File: src/rtl/mcc_accum.sv
// Burst accumulator: sums LEN-word bursts of unsigned 16-bit words into an
// ACC_W-bit total with a sticky overflow flag, delivered over a valid/ready result port.
module mcc_accum #(
   parameter int ACC_W = 24,
   parameter int LEN_W = 8
) (
   input  logic             clk,
   input  logic             rst,
   input  logic             start,
   input  logic [LEN_W-1:0] len,
   input  logic             in_valid,
   input  logic [15:0]      in_data,
   output logic             in_ready,
   output logic             out_valid,
   input  logic             out_ready,
   output logic [ACC_W-1:0] out_sum,
   output logic             out_ovf,
   output logic             busy,
   output logic [1:0]       fsm_state
);

   // Handshakes: a word moves when in_valid && in_ready on a rising edge; the
   // result moves when out_valid && out_ready. Neither ready depends on the valid.
   localparam int HI_W = ACC_W - 16;

   typedef enum logic [1:0] {
      IDLE = 2'd0,
      ACC  = 2'd1,
      DONE = 2'd2
   } state_t;

   state_t           state;
   state_t           next_state;
   logic [LEN_W-1:0] cnt;
   logic [ACC_W-1:0] acc;
   logic             ovf;
   logic             beat;
   logic [15:0]      lo_sum;
   logic             lo_carry;
   logic [HI_W-1:0]  hi_sum;
   logic             hi_carry;

   assign beat = (state == ACC) && in_valid;

   // Low half: explicit ripple chain, carry-in 0.
   always_comb begin
      logic c;
      c      = 1'b0;
      lo_sum = '0;
      for (int i = 0; i < 16; i++) begin
         lo_sum[i] = acc[i] ^ in_data[i] ^ c;
         c         = (acc[i] & in_data[i]) | (c & (acc[i] ^ in_data[i]));
      end
      lo_carry = c;
   end

   // Upper bits only ever increment by the low-half carry.
   assign {hi_carry, hi_sum} = {1'b0, acc[ACC_W-1:16]} + (HI_W+1)'(lo_carry);

   always_ff @(posedge clk or posedge rst) begin
      if (rst) state <= IDLE;
      else     state <= next_state;
   end

   always_comb begin
      next_state = state;
      case (state)
         IDLE: if (start) next_state = (len == '0) ? DONE : ACC;
         ACC:  if (beat && cnt == LEN_W'(1)) next_state = DONE;
         DONE: if (out_ready) next_state = IDLE;
         default: next_state = IDLE;
      endcase
   end

   always_comb begin
      in_ready  = 1'b0;
      out_valid = 1'b0;
      busy      = 1'b1;
      case (state)
         IDLE: busy      = 1'b0;
         ACC:  in_ready  = 1'b1;
         DONE: out_valid = 1'b1;
         default: busy   = 1'b0;
      endcase
   end

   always_ff @(posedge clk or posedge rst) begin
      if (rst) begin
         cnt <= '0;
         acc <= '0;
         ovf <= 1'b0;
      end else if (state == IDLE && start) begin
         cnt <= len;
         acc <= '0;
         ovf <= 1'b0;
      end else if (beat) begin
         cnt <= cnt - LEN_W'(1);
         acc <= {hi_sum, lo_sum};
         if (hi_carry) ovf <= 1'b1;
      end
   end

   assign out_sum   = acc;
   assign out_ovf   = ovf;
   assign fsm_state = state;

endmodule
File: config.mk
export PLATFORM = sky130hd
export DESIGN_NAME = mcc_accum
export DESIGN_NICKNAME = d
export VERILOG_FILES = /design/src/rtl/mcc_accum.sv
export SDC_FILE = /design/constraint.sdc
export NUM_CORES = 1
export LEC_CHECK = 0
export BUFFER_PORTS_ARGS = -buffer_cell sky130_fd_sc_hd__buf_2
export CAP_MARGIN = 20
export CORE_ASPECT_RATIO = 0.8
export CORE_MARGIN = 5
export CORE_UTILIZATION = 50
export CTS_BUF_LIST = sky130_fd_sc_hd__clkbuf_4
export CTS_CLUSTER_SIZE = 30
export DETAILED_ROUTE_END_ITERATION = 8
export GPL_TIMING_DRIVEN = 0
export HOLD_SLACK_MARGIN = 0.05
export PLACE_DENSITY = 0.78
export SETUP_SLACK_MARGIN = 0.1
export SLEW_MARGIN = 30
export SYNTH_ARGS = -nofsm -noshare
export SYNTH_HDL_FRONTEND = slang
export SYNTH_SLANG_ARGS = --single-unit
export TNS_END_PERCENT = 10
File: constraint.sdc
create_clock -name clk -period 8.8 [get_ports clk]
set_clock_uncertainty 0.1 [all_clocks]
set_input_delay 1.76 -clock clk [delete_from_list [all_inputs] [get_ports clk]]
set_output_delay 1.76 -clock clk [all_outputs]
set_load 0.05 [all_outputs]
# [Word-level counts from Yosys, hierarchy flattened]
# Index checks and enable logic that the tools add are counted.
[word_totals] register_bits=35 in_bits=29 out_inout_bits=30 word_cells=114
[classes] n_addsub=2 n_eq_ne=6 mux=15 n_bitwise=77 n_reduce_logical=10
[op_table] cell="2-to-1 mux 24 bit" count=2
[op_table] cell="AND 1 bit" count=31
[op_table] cell="bitwise XOR 1 bit" count=31
[op_table] cell="2-to-1 mux 8 bit" count=2
[op_table] cell="bitwise OR 1 bit" count=15
[op_table] cell="adder 8 x 1 -> 9 bit" count=1
[op_table] cell="== test 8 x 1 -> 1 bit (second input constant)" count=1
[op_table] cell="zero test 8 bit" count=1
[op_table] cell="2-to-1 mux 2 bit" count=4
[op_table] cell="subtractor 8 x 1 -> 8 bit (second input constant)" count=1
[op_table] cell="2-to-1 mux 1 bit" count=6
[op_table] cell="one-hot mux 2 bit (3 select lines)" count=1
[op_table] cell="inequality test 2 bit (second input constant)" count=2
[op_table] cell="nonzero test 2 bit" count=2
[op_table] cell="logical AND 1 bit" count=3
[op_table] cell="AND reduction 3 bit" count=1
[op_table] cell="== test 2 x 1 -> 1 bit (second input constant)" count=1
[op_table] cell="== test 2 bit (second input constant)" count=1
[op_table] cell="zero test 2 bit" count=1
[op_table] cell="inequality test 2 x 1 -> 1 bit (second input constant)" count=1
[op_table] cell="AND reduction 2 bit" count=1
[op_table] cell="OR reduction 2 bit" count=1

# [Depth between registers and ports, before layout]
[logic_depth] ltp_word=35 mapped_depth=24 ltp_nobuf=24

# [Worst setup path after synthesis]
# OpenSTA, ideal clock, no wires.
[synth_path] path_kind="input-to-reg" start="input in_data[0]" end="register acc[22] (netlist: out_sum[22])" setup_time_ns=0.132 arrival_ns=8.069 required_time_ns=8.568 path_slack_ns=0.499 path_stages=24 path_buffers=0 cell_sequence="ha_1 -> fa_1 -> inv_1 -> fa_1 -> fa_1 -> fa_1 -> fa_1 -> fa_1 -> fa_1 -> fa_1 -> fa_1 -> fa_1 -> fa_1 -> fa_1 -> fa_1 -> fa_1 -> inv_1 -> fa_1 -> ha_1 -> ha_1 -> nand3_1 -> a211oi_1 -> xnor2_1 -> nor2_1"
[synth_between] elab_chain_len=34
[synth_lines] element="from (decl)" line="12" source="input logic [15:0] in_data,"
[synth_lines] element="AND 1 bit (2 in series)" line="52" source="c = (acc[i] & in_data[i]) | (c & (acc[i] ^ in_data[i]));"
[synth_lines] element="bitwise OR 1 bit" line="52"
[synth_lines] element="AND 1 bit" line="52"
[synth_lines] element="bitwise OR 1 bit" line="52"
[synth_lines] element="AND 1 bit" line="52"
[synth_lines] element="bitwise OR 1 bit" line="52"
[synth_lines] element="AND 1 bit" line="52"
[synth_lines] element="bitwise OR 1 bit" line="52"
[synth_lines] element="(+17 left out)"
[synth_lines] element="bitwise OR 1 bit" line="52"
[synth_lines] element="AND 1 bit" line="52"
[synth_lines] element="bitwise OR 1 bit" line="52"
[synth_lines] element="AND 1 bit" line="52"
[synth_lines] element="bitwise OR 1 bit" line="52"
[synth_lines] element="adder 8 x 1 -> 9 bit" line="58" source="assign {hi_carry, hi_sum} = {1'b0, acc[ACC_W-1:16]} + (HI_W+1)'(lo_carry);"
[synth_lines] element="2-to-1 mux 24 bit" line="96" source="end else if (beat) begin"
[synth_lines] element="2-to-1 mux 24 bit" line="92" source="end else if (state == IDLE && start) begin"
[synth_lines] element="to (signal assigned)" line="98" source="acc <= {hi_sum, lo_sum};"
[synth_lines] element="to (decl)" line="35" source="logic [ACC_W-1:0] acc;"
# No other way between the ends. The select of a mux whose other input is x is not followed.
# A chain may end at the register's enable or synchronous reset.

# [Final worst setup path]
[layout_path] start="input in_data[0]" end="register acc[20] (netlist: out_sum[20])"
# Same word-level chain as after synthesis.

==> impl_metrics.yaml <==
synth:
  synth-simple-area-share_pct: 14.54
  synth_area_per_cell_um2: 9.507
  synthFlopType: "dfrtp_1"
  yosys.area.top_type: "dfrtp_1"
  synth_top_area_share_pct: 42.07
  synth_area_leaders: "dfrtp_1 (42%), fa_1 (14%), inv_1 (6.3%)"
  synth-adder-area-share_pct: 19.23
  synth_commonest_cells: "dfrtp_1 (35), inv_1 (35), nor2_1 (28)"
  ys_seq_elements: 35
  synthMuxAreaShare_pct: 0.7212
  syn_nets: 271
  yosysWarnings: 0
  yosysSeqAreaShare_pct: 42.07
  synth_xor_area_share_pct: 5.048
  syn_inst: 219
  async_flop_share_pct: 100.0
  synth-compound-area-share_pct: 10.22
  synth_top_family_by_area: "adder cells"
  syn_area_um2: 2082
  synth_cell_types: 26
  synth_edf_count: 0
critical_path:
  critPathTopFamily: "adder cells"
  end_kind: "flip-flop"
  path_class: "input port to flip-flop"
  r2r-end: "out_sum[20]$_DFFE_PP0P_"
  r2r_setup_slack_ns: 1.52
  crit_required_ns: 8.93
  max_stage_delay_ns: 0.42
  arrival_ns: 8.50
  rr_worst_depth: 24
  cpMaxStageDelayCell: "fa_1"
  crit_buf_inv: 3
  critPathMaxFanout: 2
  critical_path.most_common_cell: "fa_1"
  start_kind: "input port"
  r2r-start: "out_sum[0]$_DFFE_PP0P_"
placement:
  post-place-ws_ns: 0.02965
  place_congestion: 0.8073
  place_area_um2: 2444
  io_buffer_count: 58
  dpl.hpwl_um: 3448
timing:
  finalCritPeriodShare_pct: 95.13
  slew_violations: 0
  layout_min_cycle_time_ns: 8.371
  fmax_ghz: 0.1195
  fin_setup_tns_ns: 0
  fin_ws_ns: 0.4286
  tightest_slew_ns: 0.7220
  rsz0062_at_grt: "true"
  setup-violations-final: 0
  slew_headroom_pct: 51.80
  finalHoldViolations: 0
routing:
  initialDrtViolationCount: 67
  drcViolationCount: 0
  antenna_left: 0
  totalWireLength_um: 4517
  viasPerCell: 4.865
  wl_per_cell_um: 13.21
  vias: 1664
  dr.pass1.iters: 4
final_layout:
  fin_nets: 336
  final_cell_area_um2: 2501
  area_delta_synth_final_pct: 20.13
  diodes: 0
  drive_above_1_share_pct: 25.96
  fin_util_pct: 61.02
global_routing:
  gr-usage-all-layers_pct: 18.98
  grt_pass1_wl_um: 7845
  antenna_found_initial: 0
  grt_pass1_vias: 1762
  overflow: 0
  grt_max_degree: 36
hold_path:
  hold_class: "flip-flop to flip-flop"
  holdPathStages: 2
  worstHoldStart: "out_ovf$_DFFE_PP0P_"
  hold_end: "out_ovf$_DFFE_PP0P_"
die:
  die_h_um: 67.72
  fp-row-count: 21
  core-area_um2: 4099
  boundaryPins: 59
  chipWidth_um: 82.15
  floorplan.initialDensity_pct: 50.79
  die_area_um2: 5562
clock_tree:
  post_cts_buffers: 0
  insertion_delay_ns: 0.34
  numClockSinks: 35
  cts_tree: "built"
  cts.clk_slew.worst_paths_ns: 0.11
  clk_path_buf_depth: 2
  cts_made_buffers: 5
  root_buffer: "clkbuf_4"
  cts_htree_levels: 2
flow_run:
  max_cap_violations: 0
power:
  p_per_area_nw_per_um2: 326.7
  ir_worst_vdd_mv: 0.1676
  leakage_nw: 1.279
  power.total_mw: 0.8171
status:
  outcome: "complete, no violations"
[routing by layer]
layer	GRT usage, %	routed length (um)
met1	25.21	2153
met2	30.34	2043
met3	4.933	264
met4	6.224	55
met5	0	0
[flip-flops by register name (all words and copies together) (netlist names)]
name       flops
fsm_state      2
out_sum       24
cnt            8
out_ovf        1
[placed cells by master (no fill, tap or decap), drive strengths merged]
master / count
nand4b: 1
and2: 2
o21ai: 7
a311oi: 1
nor4: 4
fa: 15
nor3: 1
and3: 2
a31oi: 2
a211oi: 11
nand4: 3
a21o: 1
dfrtp: 35
buf: 62
ha: 8
nor2: 28
o22ai: 1
nand2: 25
clkinv: 3
xnor2: 5
xor2: 7
nand3: 3
clkbuf: 10
inv: 35
a21oi: 12
mux2: 1
[metrics by stage]
| stage | hold slack (ns) | std cells |
|---|---|---|
| 6_report | 0.4501 | 342 |
| 5_1_grt | 0.4984 | 342 |
| 4_1_cts | 0.4531 | 342 |
| 3_5_place_dp | 0.4233 | 334 |
| 3_3_place_gp | 0.3778 | 334 |
| 2_1_floorplan | 0.4396 | 219 |
[report_power, final]
group	switching, mW	total (mW)	internal, mW	leakage (nW)
clock network	0.0579	0.0876	0.0297	0.0347
registers	0.0479	0.262	0.214	0.456
logic	0.321	0.467	0.146	0.788
total	0.427	0.817	0.390	1.28
[worst max-delay path by stage]
stage                                    to  slack (ns)  startpoint  cells past startpoint
finish              out_sum[20]$_DFFE_PP0P_        0.43  in_data[0]                     25
global route        out_sum[20]$_DFFE_PP0P_        0.08  in_data[0]                     25
CTS                 out_sum[22]$_DFFE_PP0P_        0.38  in_data[0]                     25
detailed placement  out_sum[22]$_DFFE_PP0P_        0.03  in_data[0]                     25
global placement    out_sum[22]$_DFFE_PP0P_        0.04  in_data[0]                     25
floorplan           out_sum[22]$_DFFE_PP0P_        0.50  in_data[0]                     24
[layout make-up]
type,count,area [um^2]
fillers,379,1598
inverters,35,131.4
flip-flops and latches,35,875.8
plain buffers,9,38.79
multi-input cells,140,1041
clock buffers,5,37.54
repair buffers,58,290.3
clock inverters,3,15.01
well taps,57,71.32
[tightest hold or removal path, delay by kind of cell (launching register included)]
kind / cells / cell delay, ns
flip-flops: 1 / 0.38
AO/OA/AOI/OAI: 1 / 0.06
AND/OR/NAND/NOR: 1 / 0.08
[what timing repair did]
item	4_1_cts	5_1_grt
hold buffers	0	0
setup endpoints to repair	0	1
gates resized for setup	0	1
[logic make-up after synthesis]
| logic type | after synthesis |
|---|---|
| AOI/OAI and AO/OA | 35 |
| xor gates and xnor gates | 12 |
| adders and majority gates | 23 |
| buffers and inverters | 44 |
| DFF | 35 |
| muxes | 1 |
| and+or+nand+nor | 69 |
Note: power is estimated with default switching activity, not from simulation.
